[config.mk]
export PLATFORM = sky130hd
export DESIGN_NAME = alu_share_ctrl
export DESIGN_NICKNAME = d
export VERILOG_FILES = /design/src/rtl/alu_share_ctrl.sv
export SDC_FILE = /design/constraint.sdc
export NUM_CORES = 1
export LEC_CHECK = 0
export BUFFER_PORTS_ARGS = -buffer_cell sky130_fd_sc_hd__buf_2
export CORE_AREA = 2 2 210 212
export CTS_BUF_LIST = sky130_fd_sc_hd__clkbuf_8
export CTS_CLUSTER_SIZE = 16
export DETAILED_ROUTE_END_ITERATION = 10
export DIE_AREA = 0 0 212 214
export HOLD_SLACK_MARGIN = 0.06
export PLACE_DENSITY = 0.48
export SLEW_MARGIN = 20
export SYNTH_ARGS = -nofsm -noshare
export SYNTH_HDL_FRONTEND = slang
export SYNTH_SLANG_ARGS = --single-unit
[constraint.sdc]
create_clock -name clk -period 2.3 [get_ports clk]
set_clock_uncertainty 0.15 [all_clocks]
set_input_delay 0.23 -clock clk [delete_from_list [all_inputs] [get_ports clk]]
set_output_delay 0.23 -clock clk [all_outputs]
set_load 0.05 [all_outputs]
[src/rtl/alu_share_ctrl.sv]
// alu_share_ctrl: round-robin sharing of one combinational ALU between two requesters,
// with a registered operand stage, a valid/ready response channel and a saturating overflow count.
module alu_share_ctrl #(
   parameter int WIDTH = 64,
   parameter int CNT_W = 16
) (
   input  logic             clk,
   input  logic             reset,
   input  logic             req0_valid,
   output logic             req0_ready,
   input  logic [WIDTH-1:0] req0_a,
   input  logic [WIDTH-1:0] req0_b,
   input  logic [1:0]       req0_select,
   input  logic             req1_valid,
   output logic             req1_ready,
   input  logic [WIDTH-1:0] req1_a,
   input  logic [WIDTH-1:0] req1_b,
   input  logic [1:0]       req1_select,
   output logic [WIDTH-1:0] alu_a,
   output logic [WIDTH-1:0] alu_b,
   output logic [1:0]       alu_select,
   input  logic [WIDTH-1:0] alu_s,
   input  logic             alu_overflow,
   output logic             resp_valid,
   input  logic             resp_ready,
   output logic [WIDTH-1:0] resp_data,
   output logic             resp_overflow,
   output logic             resp_id,
   output logic [CNT_W-1:0] ovf_count
);
   typedef enum logic [1:0] {IDLE, EXEC, RESP} state_t;
   state_t state_q, state_d;
   logic last_grant_q, last_grant_d;
   logic [WIDTH-1:0] op_a_q, op_a_d, op_b_q, op_b_d, resp_data_q, resp_data_d;
   logic [1:0] op_sel_q, op_sel_d;
   logic op_id_q, op_id_d;
   logic resp_valid_q, resp_valid_d, resp_ovf_q, resp_ovf_d, resp_id_q, resp_id_d;
   logic [CNT_W-1:0] ovf_count_q, ovf_count_d;
   logic grant0, grant1;
   // on a tie the requester that did not win last time is granted
   assign grant0 = req0_valid & (~req1_valid | last_grant_q);
   assign grant1 = req1_valid & (~req0_valid | ~last_grant_q);
   assign req0_ready = ~reset & (state_q == IDLE) & grant0;
   assign req1_ready = ~reset & (state_q == IDLE) & grant1;
   assign alu_a = op_a_q;
   assign alu_b = op_b_q;
   assign alu_select = op_sel_q;
   assign resp_valid = resp_valid_q;
   assign resp_data = resp_data_q;
   assign resp_overflow = resp_ovf_q;
   assign resp_id = resp_id_q;
   assign ovf_count = ovf_count_q;
   always_comb begin
      state_d = state_q;
      last_grant_d = last_grant_q;
      op_a_d = op_a_q;
      op_b_d = op_b_q;
      op_sel_d = op_sel_q;
      op_id_d = op_id_q;
      resp_valid_d = resp_valid_q;
      resp_data_d = resp_data_q;
      resp_ovf_d = resp_ovf_q;
      resp_id_d = resp_id_q;
      ovf_count_d = ovf_count_q;
      if (req0_ready || req1_ready) begin
         op_a_d = grant1 ? req1_a : req0_a;
         op_b_d = grant1 ? req1_b : req0_b;
         op_sel_d = grant1 ? req1_select : req0_select;
         op_id_d = grant1;
         last_grant_d = grant1;
         state_d = EXEC;
      end else if (state_q == EXEC) begin
         // the ALU leaves its overflow flag stale for AND/XOR, so it only counts for ADD/SUB
         resp_data_d = alu_s;
         resp_id_d = op_id_q;
         resp_ovf_d = alu_overflow & ~op_sel_q[1];
         ovf_count_d = ovf_count_q + CNT_W'(resp_ovf_d & ~&ovf_count_q);
         resp_valid_d = 1'b1;
         state_d = RESP;
      end else if (state_q == RESP && resp_ready) begin
         resp_valid_d = 1'b0;
         state_d = IDLE;
      end
   end
   always_ff @(posedge clk) begin
      if (reset) begin
         state_q <= IDLE;
         last_grant_q <= 1'b1;
         op_a_q <= '0;
         op_b_q <= '0;
         op_sel_q <= '0;
         op_id_q <= 1'b0;
         resp_valid_q <= 1'b0;
         resp_data_q <= '0;
         resp_ovf_q <= 1'b0;
         resp_id_q <= 1'b0;
         ovf_count_q <= '0;
      end else begin
         state_q <= state_d;
         last_grant_q <= last_grant_d;
         op_a_q <= op_a_d;
         op_b_q <= op_b_d;
         op_sel_q <= op_sel_d;
         op_id_q <= op_id_d;
         resp_valid_q <= resp_valid_d;
         resp_data_q <= resp_data_d;
         resp_ovf_q <= resp_ovf_d;
         resp_id_q <= resp_id_d;
         ovf_count_q <= ovf_count_d;
      end
   end
endmodule

-- Yosys cells after proc, flatten, opt, wreduce, memory -nomap -nowiden
Index checks and enable logic that the tools add are counted.
- register bits: 217
- output and inout bits: 215
- word-level logic and storage cells: 48
- add/sub/neg operators: 1
- equality and inequality tests: 2
- mux-type cells: 8
- bitwise logic cells: 15
- reduce and logical (&&, ||, !) cells: 10
- operator list (operator ; number):
    two-way mux 64 bit ; 2
    adder 16 x 1 -> 16 bit ; 1
    AND reduction 16 bit ; 1
    bitwise AND 1 bit ; 7
    two-way mux 2 bit ; 3
    inverter 1 bit ; 6
    AND reduction 2 bit ; 2
    two-way mux 1 bit ; 3
    nonzero test 3 bit ; 1
    == test 2 x 1 -> 1 bit (second input constant) ; 1
    == test 2 bit (second input constant) ; 1
    logical NOT 2 bit ; 1
    OR 1 bit ; 2
    nonzero test 2 bit ; 1
    OR reduction 2 bit ; 1
    logical AND 1 bit ; 1
    logical NOT 1 bit ; 1
    logical OR 1 bit ; 1

-- Longest topological paths before layout
Gate-level depths: netlist of run 1.
- depth in word-level cells: 7
- gate-level depth with buffers: 10
- gate-level depth less buffers: 10

-- Worst setup path after synthesis of run 1
Ideal clock, no wire load.
- path kind: flip-flop to flip-flop
- from: register ovf_count_q[8] (netlist: ovf_count[8])
- to: register ovf_count_q[13] (netlist: ovf_count[13])
- library setup time: 121 ps
- arrival time: 2448 ps
- path slack: -419 ps
- cell stages (with the launch flop): 10
- path buffers: 0
- clock period less this slack: 2719 ps
- path through: dfxtp_1 and4_4 nand4_4 nor4_1 nor3b_1 ha_1 nand4b_1 nor3_1 nand3_1 mux2_2
- cells in the longest elaborated chain, start to end: 4
- RTL lines (element ; RTL line ; RTL):
    start, declared ; 38 ; logic [CNT_W-1:0] ovf_count_q, ovf_count_d;
    start signal, assigned ; 109 ; ovf_count_q <= ovf_count_d;
    AND reduction 16 bit ; 77 ; ovf_count_d = ovf_count_q + CNT_W'(resp_ovf_d & ~&ovf_count_q);
    logical NOT 1 bit ; 77 ;
    bitwise AND 1 bit ; 77 ;
    adder 16 x 1 -> 16 bit (*) ; 77 ;
Mark *: on every way between the ends. The rest lies on a longest branch, timed or not.
A chain may end at the register's enable or synchronous reset.

-- Worst setup path after layout of run 1
- from: register ovf_count_q[8] (netlist: ovf_count[8])
- to: register ovf_count_q[15] (netlist: ovf_count[15])
Same word-level chain as after synthesis.

==> summary.txt, run 1 <==
Run status: finished with violations
Failing checks: negative setup slack
Syn_area_per_cell: 9.45 um^2
Num Clock Sinks: 217
Count of placed standard cells including taps: 2068
Die width: 212 um
Count of max-cap constraint violations: 0
Maximum root-to-sink buffer count: 3
Number of standard cells in the final layout excluding fillers: 2478
Clock transition at path regs: 60 ps
Critical Path Slowest Stage Cell: sky130_fd_sc_hd__or4b_4
Area of the die: 0.0454 mm^2
# setup viols final: 1
Filler Cell Count: 4305
Number of antenna violations at the first check in global routing: 3
Number of warnings issued by yosys: 0
Synth Flop Type: sky130_fd_sc_hd__dfxtp_1
Simple-gate share of the synthesized area: 14.2%
Final net count: 2197
Share of cell area taken by muxes after synthesis: 14.2%
Total DRC errors in the routed layout: 0
Fin worst setup slack: -10.8 ps
Worst vdd ir: 0.335 mV
Routed wirelength normalized by instance count: 15.0 um
Vias in the first global route: 10765
Layout Area Growth over Synthesis: 83.1%
Hold Path Class: in2reg
Leak pwr: 0.00768 uW
Iter 0 DRT Violations: 371
Final max-slew violation count: 0
Post-synthesis sequential element count: 217
Multi-input combinational cell area: 0.00454 mm^2
Startpoint types: flip-flop
Die Span Y: 214 um
Slew of the pin with the lowest slew margin: 699 ps
Worst Path Buf+Inv: 0
Final design instance area without fill: 0.0170 mm^2
Worst-case hold slack: 131 ps
Critical Path Sink Type: flip-flop
Crit path cell chain: and4_4 > nand4_4 > nor4_4 > nor3b_2 > ha_2 > nand4b_1 > nor2_1 > or4b_4 > a21oi_2
Count of buffers inserted at the top-level ports: 544
PD cells: 650 mW/mm^2
Overall routing resource usage: 15.5%
Total congestion overflow: 0
Post-synth EDFFs: 0
Clock latency at the later pin of the worst-skew pair: 560 ps
Post-synthesis xor/xnor area fraction: 0.942%
Number of H-tree branching levels: 2
Worst slack at placement: -116 ps
Sequential-to-total area share from yosys stat: 46.7%
Drt first pass iters: 4
Placement-stage cell area: 0.0128 mm^2
Synth cell types: 39
Time the final worst path needs with I/O delays and setup: 2310 ps
Pin count of the biggest net entering global routing: 123
CP arrival: 2660 ps
Final hold vios: 0
TritonCTS clock tree: built
Number of buffers created by CTS: 41
Critical path type: reg2reg
Sum of routed wire length over all layers: 37200 um
Setup repair after global routing missed its margin: yes
Final Wtd Congestion: 0.800
Share of final-layout standard cells stronger than drive strength 1: 39.2%
Biggest fanout along the worst timing path: 4
Largest stage delay on the critical path: 490 ps
Fraction of the mapped netlist area in compound gates: 18.1%
Cell count after synthesis: 983
Post-synthesis async set-or-reset flop share: 0%
Maximum achievable frequency: 0.433 GHz
Wire length of the first global-routing pass: 55800 um
Synthesized Nets: 1316
Site Rows: 76
Fraction of the mapped netlist area in adder cells: 0.404%
HPWL after detailed placement: 24300 um
Summed instance area of the synthesized netlist: 0.00929 mm^2
Effective utilization at floorplan: 21.7%
Cell at the root of the clock tree: sky130_fd_sc_hd__clkbuf_8
Register Area: 0.00437 mm^2
Number of vias per cell after detailed routing: 4.25
Via count: 10520
Critical path required time: 2650 ps
Core area: 0.0429 mm^2
Final worst path period share: 100%
IO Count: 545
Combinational family with the most area after synthesis: compound AO/OA/AOI/OAI gates
Delay-heaviest family, CP: simple AND/OR/NAND/NOR gates
Overall power after layout: 11100 uW
Number of nets with antenna violations after routing: 0
Slew Limit Headroom: 53.4%
[worst paths after layout]
path | depth (start not counted) | from | end | slack [ps]
hold reg to reg | 2 | resp_data[17]$_SDFFE_PP0P_ | resp_data[17]$_SDFFE_PP0P_ | 300
setup reg to reg | 9 | ovf_count[8]$_SDFFE_PP0P_ | ovf_count[15]$_SDFFE_PP0P_ | -10
setup / recovery | 9 | ovf_count[8]$_SDFFE_PP0P_ | ovf_count[15]$_SDFFE_PP0P_ | -10
hold / removal | 4 | req1_valid | alu_a[39]$_SDFFE_PP0P_ | 130
[Yosys cell counts, types with 6 or more instances]
| master | count | area, um^2 |
|---|---|---|
| sky130_fd_sc_hd__dfxtp_1 | 217 | 4340 |
| sky130_fd_sc_hd__nor2_1 | 149 | 559 |
| sky130_fd_sc_hd__nand2_1 | 139 | 522 |
| sky130_fd_sc_hd__mux2i_1 | 130 | 1300 |
| sky130_fd_sc_hd__a21oi_1 | 72 | 360 |
| sky130_fd_sc_hd__a211oi_1 | 70 | 526 |
| sky130_fd_sc_hd__a211oi_2 | 60 | 751 |
| sky130_fd_sc_hd__buf_2 | 31 | 155 |
| sky130_fd_sc_hd__clkbuf_1 | 25 | 93.8 |
| sky130_fd_sc_hd__buf_4 | 15 | 113 |
| sky130_fd_sc_hd__buf_6 | 8 | 90.1 |
| sky130_fd_sc_hd__xnor2_1 | 7 | 61.3 |
| sky130_fd_sc_hd__buf_1 | 6 | 22.5 |
| sky130_fd_sc_hd__nand3_1 | 6 | 30.0 |
[metal layers]
layer  wire, um  GRT usage, %
met4       1340          7.09
met5         16             0
met1      14600          16.7
met2      18600          27.6
met3       2660          4.71
[layout by cell type, fill, tap and decap left out, types with 2 or more instances in the layout]
| cell | Yosys | layout |
|---|---|---|
| sky130_fd_sc_hd__nand2_1 | 139 | 139 |
| sky130_fd_sc_hd__mux2_2 | 2 | 2 |
| sky130_fd_sc_hd__dfxtp_2 | 0 | 8 |
| sky130_fd_sc_hd__buf_12 | 0 | 10 |
| sky130_fd_sc_hd__nor2_1 | 149 | 149 |
| sky130_fd_sc_hd__nor3_1 | 5 | 4 |
| sky130_fd_sc_hd__nand2b_1 | 3 | 2 |
| sky130_fd_sc_hd__dlygate4sd3_1 | 0 | 329 |
| sky130_fd_sc_hd__xnor2_1 | 7 | 7 |
| sky130_fd_sc_hd__ha_1 | 3 | 2 |
| sky130_fd_sc_hd__dfxtp_4 | 0 | 4 |
| sky130_fd_sc_hd__a211oi_2 | 60 | 60 |
| sky130_fd_sc_hd__nand3_1 | 6 | 6 |
| sky130_fd_sc_hd__mux2i_1 | 130 | 129 |
| sky130_fd_sc_hd__diode_2 | 0 | 2 |
| sky130_fd_sc_hd__clkinv_2 | 0 | 2 |
| sky130_fd_sc_hd__inv_1 | 4 | 19 |
| sky130_fd_sc_hd__nand3b_1 | 3 | 3 |
| sky130_fd_sc_hd__nand4_1 | 2 | 2 |
| sky130_fd_sc_hd__nor4_2 | 0 | 3 |
| sky130_fd_sc_hd__a211oi_1 | 70 | 70 |
| sky130_fd_sc_hd__buf_4 | 15 | 40 |
| sky130_fd_sc_hd__clkinvlp_4 | 0 | 2 |
| sky130_fd_sc_hd__nor2b_1 | 3 | 2 |
| sky130_fd_sc_hd__xor2_1 | 3 | 3 |
| sky130_fd_sc_hd__dfxtp_1 | 217 | 205 |
| sky130_fd_sc_hd__buf_2 | 31 | 542 |
| sky130_fd_sc_hd__clkbuf_8 | 0 | 51 |
| sky130_fd_sc_hd__a21oi_1 | 72 | 71 |
[stage by stage]
| stage | TNS (ps) | utilization [%] |
|---|---|---|
| after floorplan | -121 | - |
| after global placement | -24.4 | 29.8 |
| after detailed placement | -788 | 29.8 |
| after CTS | 0 | 39.4 |
| after global routing | -169 | 39.7 |
| final | -10.8 | 39.7 |
[tightest hold or removal path, delay by kind of cell]
kind / cells / cell delay (ps)
AOI/OAI and AO/OA: 2 / 250
buffers and inverters: 2 / 310
[report_power, final]
part / total [uW] / internal, uW / switching (uW) / leakage [uW]
Combinational: 3190 / 1260 / 1930 / 0.00543
Sequential: 4170 / 4030 / 140 / 0.00179
Clock: 3690 / 2060 / 1630 / 0.000462
Total: 11100 / 7360 / 3700 / 0.00768
[cell type report]
class,count,share of cell area (%)
clock buffers,50,4.04
well taps,585,4.30
repair buffers,924,38.5
inverters,4,0.0882
clock inverters,20,0.654
flip-flops and latches,217,25.7
multi-input cells,676,26.7
diodes,2,0.0294
[state kept, by name, indices dropped and copies added, names as in the netlist]
register / flops
alu_a: 64
alu_b: 64
resp_data: 64
ovf_count: 16
alu_select: 2
state_q: 2
last_grant_q: 1
op_id_q: 1
resp_id: 1
resp_overflow: 1
resp_valid: 1
[repair_timing]
item                                    CTS  global route
endpoints found under the setup margin   13            65
pin swaps                                 3             6
hold buffers                            329             0
hold endpoints to repair                199             0
cloned                                    0             1
setup buffers                             0             8
resized for setup                         5            10
[logic make-up (layout without fill, tap and decap cells)]
| group | count (synthesis) | in the layout |
|---|---|---|
| AO/OA/AOI/OAI | 208 | 208 |
| XOR/XNOR | 10 | 10 |
| adder cells (fa/ha/maj) | 3 | 3 |
| buffers and inverters | 90 | 998 |
| flip-flops | 217 | 217 |
| multiplexers | 132 | 132 |
| other | 0 | 2 |
| AND/OR/NAND/NOR | 323 | 323 |
Power figures use the tool's default switching activity.
==> run 2, diff against run 1 <==
--- a/config.mk
+++ b/config.mk
@@ -12,7 +12,6 @@
 export DETAILED_ROUTE_END_ITERATION = 10
 export DIE_AREA = 0 0 212 214
 export HOLD_SLACK_MARGIN = 0.06
-export PLACE_DENSITY = 0.48
 export SLEW_MARGIN = 20
 export SYNTH_ARGS = -nofsm -noshare
 export SYNTH_HDL_FRONTEND = slang
==> summary.txt, run 2 (synthesis gave the netlist of run 1 again) <==
Count of buffers inserted at the top-level ports: 544
Core area: 0.0429 mm^2
Number of buffers created by CTS: 40
Critical path type: reg2reg
Vias in the first global route: 11409
Most common library cell in the layout ignoring fill and taps: sky130_fd_sc_hd__buf_2
Biggest fanout along the worst timing path: 4
TritonCTS clock tree: built
Critical path required time: 2600 ps
Wire length of the first global-routing pass: 58100 um
Maximum achievable frequency: 0.446 GHz
Number of nets with antenna violations after routing: 0
Final worst path period share: 97.5%
Routed wirelength normalized by instance count: 15.6 um
Sum of routed wire length over all layers: 38600 um
Iter 0 DRT Violations: 421
Total DRC errors in the routed layout: 0
Pin count of the biggest net entering global routing: 129
Die Span Y: 214 um
Layout Area Growth over Synthesis: 84.4%
Setup repair after global routing missed its margin: yes
Final design instance area without fill: 0.0171 mm^2
Area of the die: 0.0454 mm^2
Run status: finished clean
Site Rows: 76
Cell at the root of the clock tree: sky130_fd_sc_hd__clkbuf_8
Hold Path Class: in2reg
Clock latency at the later pin of the worst-skew pair: 580 ps
Final Wtd Congestion: 0.875
Clock transition at path regs: 60 ps
Die width: 212 um
Slew of the pin with the lowest slew margin: 696 ps
Maximum root-to-sink buffer count: 3
Worst vdd ir: 0.374 mV
Overall routing resource usage: 16.1%
HPWL after detailed placement: 24200 um
CP arrival: 2540 ps
Drt first pass iters: 4
Startpoint types: flip-flop
IO Count: 545
Commonest non-fill, non-tap cells in the layout: sky130_fd_sc_hd__buf_2 (541), sky130_fd_sc_hd__dlygate4sd3_1 (328), sky130_fd_sc_hd__dfxtp_1 (204), sky130_fd_sc_hd__nor2_1 (148), sky130_fd_sc_hd__nand2_1 (139)
Utilization after layout: 40.0%
Slew Limit Headroom: 53.6%
Time the final worst path needs with I/O delays and setup: 2240 ps
Via count: 10738
Placement-stage cell area: 0.0128 mm^2
Final hold vios: 0
Worst-case hold slack: 134 ps
PD cells: 660 mW/mm^2
Leak pwr: 0.00772 uW
Final net count: 2199
Overall power after layout: 11300 uW
Number of antenna violations at the first check in global routing: 3
Effective utilization at floorplan: 21.7%
Critical Path Sink Type: flip-flop
Count of max-cap constraint violations: 0
Final max-slew violation count: 0
# setup viols final: 0
Num Clock Sinks: 217
Number of H-tree branching levels: 2
Total congestion overflow: 0
Share of final-layout standard cells stronger than drive strength 1: 39.8%
Number of vias per cell after detailed routing: 4.33
[run 2: changes by cell type in the layout (fill, tap and decap cells not counted), sizes merged]
cell         delta
buf             +2
clkbuf          +6
clkinv          +3
clkinvlp        -2
diode           -1
dlygate4sd3     -1
inv             -3
[run 2: per-layer routing]
metal	up-vias	wire, um	global-route usage (%)
met2	453	18600	27.6
li1	5199	-	-
met4	0	2430	10.8
met3	151	2690	4.90
met1	4935	14900	16.8
met5	-	0	0
[run 2: power by group]
part	switching (uW)	internal, uW
Sequential	155	4030
Clock	1690	2210
Combinational	1950	1270
Total	3800	7510
[run 2: cell type report]
type	instances	area, um^2
Antenna cell	1	2.50
Clock buffer	54	743
Clock inverter	18	105
Fill cell	4033	25700
Inverter	4	15.0
Multi-Input combinational cell	676	4550
Sequential cell	217	4370
Tap cell	585	732
Timing Repair Buffer	927	6620
[run 2: timing repair]
item                                   in CTS  in global routing
endpoints found under the hold margin     200                  0
setup buffers                               2                  2
setup endpoints to repair                  12                 22
gates resized for setup                     7                 12
hold buffers                              328                  0
pin swaps                                   8                  4
cloned                                      0                  2
[run 2: metrics by stage]
step	setup TNS, ps	setup slack (ps)	std cells
floorplan	-121	-57.4	983
global placement	-69.5	-69.5	2075
detailed placement	-481	-140	2075
CTS	0	8.29	2477
global route	-122	-50.3	2482
finish	0	56.9	2482
[run 2: path summary, 6_finish.rpt]
| check | endpoint | cells after the start | slack (ps) | start |
|---|---|---|---|---|
| setup / recovery | ovf_count[12]$_SDFFE_PP0P_ | 10 | 60 | ovf_count[8]$_SDFFE_PP0P_ |
| hold / removal | alu_a[24]$_SDFFE_PP0P_ | 4 | 130 | req0_a[24] |
| setup reg to reg | ovf_count[12]$_SDFFE_PP0P_ | 10 | 60 | ovf_count[8]$_SDFFE_PP0P_ |
| hold reg to reg | resp_data[14]$_SDFFE_PP0P_ | 2 | 300 | resp_data[14]$_SDFFE_PP0P_ |
[run 2: critical path: stages (launching register included)]
cell                       delay [ps]
sky130_fd_sc_hd__dfxtp_4          340
sky130_fd_sc_hd__and4_4           200
sky130_fd_sc_hd__nand4_4           80
sky130_fd_sc_hd__nor4_4            50
sky130_fd_sc_hd__nor3b_2          180
sky130_fd_sc_hd__ha_2             220
sky130_fd_sc_hd__ha_1             180
sky130_fd_sc_hd__nand3b_1         140
sky130_fd_sc_hd__nor3_2           250
sky130_fd_sc_hd__a21oi_1          130
sky130_fd_sc_hd__a31o_2           220
==> run 3, diff against run 2 <==
--- a/config.mk
+++ b/config.mk
@@ -12,6 +12,7 @@
 export DETAILED_ROUTE_END_ITERATION = 10
 export DIE_AREA = 0 0 212 214
 export HOLD_SLACK_MARGIN = 0.06
+export REMOVE_ABC_BUFFERS = 1
 export SLEW_MARGIN = 20
 export SYNTH_ARGS = -nofsm -noshare
 export SYNTH_HDL_FRONTEND = slang
==> summary.txt, run 3 (synthesis gave the netlist of run 1 again) <==
CP arrival: 2620 ps
HPWL after detailed placement: 23800 um
Total congestion overflow: 0
Clock latency at the later pin of the worst-skew pair: 550 ps
Iter 0 DRT Violations: 597
Worst Hold Depth: 3
Overall routing resource usage: 16.2%
Pin count of the biggest net entering global routing: 116
Final net count: 2204
Largest stage delay on the critical path: 450 ps
Biggest fanout along the worst timing path: 5
Critical Path Slowest Stage Cell: sky130_fd_sc_hd__or4b_1
Placement-stage cell area: 0.0128 mm^2
Time the final worst path needs with I/O delays and setup: 2290 ps
TritonCTS clock tree: built
Number of nets with antenna violations after routing: 0
Worst vdd ir: 0.347 mV
Area of the die: 0.0454 mm^2
Number of buffers created by CTS: 42
# setup viols final: 0
Most common library cell in the layout ignoring fill and taps: sky130_fd_sc_hd__buf_2
Vias in the first global route: 11547
Number of vias per cell after detailed routing: 4.38
Cell at the root of the clock tree: sky130_fd_sc_hd__clkbuf_8
Number of H-tree branching levels: 2
Routed wirelength normalized by instance count: 15.6 um
Run status: finished clean
Final worst path period share: 99.5%
Hold Path Class: in2reg
Maximum achievable frequency: 0.437 GHz
Core area: 0.0429 mm^2
Critical Path Sink Type: flip-flop
Number of standard cells in the final layout excluding fillers: 2484
Maximum root-to-sink buffer count: 3
Final max-slew violation count: 0
Startpoint types: flip-flop
Site Rows: 76
Share of final-layout standard cells stronger than drive strength 1: 38.3%
Number of antenna violations at the first check in global routing: 2
Multi-input combinational cell area: 0.00454 mm^2
Leak pwr: 0.00773 uW
Total DRC errors in the routed layout: 0
Die Span Y: 214 um
IO Count: 545
Final Wtd Congestion: 0.955
Register Area: 0.00435 mm^2
Filler Cell Count: 4091
Setup repair after global routing missed its margin: yes
Clock transition at path regs: 50 ps
Crit path cell chain: and4_4 > nand4_4 > nor4_4 > nor3b_2 > ha_2 > nand4b_1 > nor2_1 > or4b_1 > a21oi_1
Commonest non-fill, non-tap cells in the layout: sky130_fd_sc_hd__buf_2 (541), sky130_fd_sc_hd__dlygate4sd3_1 (340), sky130_fd_sc_hd__dfxtp_1 (214), sky130_fd_sc_hd__nor2_1 (149), sky130_fd_sc_hd__nand2_1 (139)
Via count: 10879
PD cells: 648 mW/mm^2
Final design instance area without fill: 0.0171 mm^2
Effective utilization at floorplan: 21.7%
Slew Limit Headroom: 53.4%
Num Clock Sinks: 217
Count of buffers inserted at the top-level ports: 544
Critical path type: reg2reg
Count of max-cap constraint violations: 0
Final hold vios: 0
Wire length of the first global-routing pass: 59100 um
Critical path required time: 2640 ps
Drt first pass iters: 5
Slew of the pin with the lowest slew margin: 698 ps
Sum of routed wire length over all layers: 38800 um
Layout Area Growth over Synthesis: 84.1%
Die width: 212 um
Worst r2r path cells: 9
Count of placed standard cells including taps: 2068
## run 3: cell types whose count changed in the layout (fill, tap and decap cells not counted), sizes merged
cell / previous run / this run
buf: 595 / 585
clkbuf: 58 / 53
clkinv: 5 / 4
clkinvlp: 0 / 1
diode: 1 / 2
dlygate4sd3: 328 / 340
inv: 16 / 20
## run 3: per-stage QoR
step                      total power (uW)  hold WS (ps)  utilization, %  setup TNS (ps)  worst slack (ps)
after floorplan                       6170           145               -        -1138870             -8140
after global placement                6860           289            29.8           -44.7             -37.4
after detailed placement              6900           294            29.8           -71.7             -29.7
after CTS                            11200          81.0            39.6           -24.7             -24.7
after global routing                 11700           123            39.9            -251              -108
final                                11100           113            39.9               0              11.4
## run 3: worst paths after layout
check | endpoint | slack [ps] | startpoint
max | ovf_count[15]$_SDFFE_PP0P_ | 10 | ovf_count[8]$_SDFFE_PP0P_
min | state_q[1]$_SDFFE_PP0P_ | 110 | reset
max reg2reg | ovf_count[15]$_SDFFE_PP0P_ | 10 | ovf_count[8]$_SDFFE_PP0P_
min reg2reg | resp_data[38]$_SDFFE_PP0P_ | 300 | resp_data[38]$_SDFFE_PP0P_
## run 3: repair_timing
action | 4_1_cts | 5_1_grt
endpoints found under the setup margin | 5 | 51
buffers inserted | 1 | 1
pin swaps | 2 | 6
gates cloned | 0 | 2
hold endpoints to repair | 199 | 0
hold buffers | 340 | 0
gates resized for setup | 2 | 16
## run 3: critical path, delay by kind of cell (launching register included)
| kind | cells | cell delay [ps] |
|---|---|---|
| adder cells (fa/ha/maj) | 1 | 220 |
| AO/OA/AOI/OAI | 1 | 130 |
| AND/OR/NAND/NOR | 7 | 1420 |
| flip-flops | 1 | 310 |
## run 3: power by group
part           switching, uW  internal, uW
Clock                   1640          1990
Combinational           1960          1300
Sequential               148          4040
Total                   3750          7340
## run 3: final cells by class
cell class | count | area share (%)
Antenna cell | 2 | 0.0293
Clock buffer | 48 | 3.86
Clock inverter | 22 | 0.687
Inverter | 4 | 0.0878
Multi-Input combinational cell | 676 | 26.6
Sequential cell | 217 | 25.4
Tap cell | 585 | 4.28
Timing Repair Buffer | 930 | 39.1
## run 3: per-layer routing
layer	GRT usage [%]	up-vias	part of all wire, %
li1	-	5212	-
met4	11.4	0	6.4
met1	16.6	5013	37
met3	5.04	181	7.5
met2	27.9	473	49
met5	0	-	0
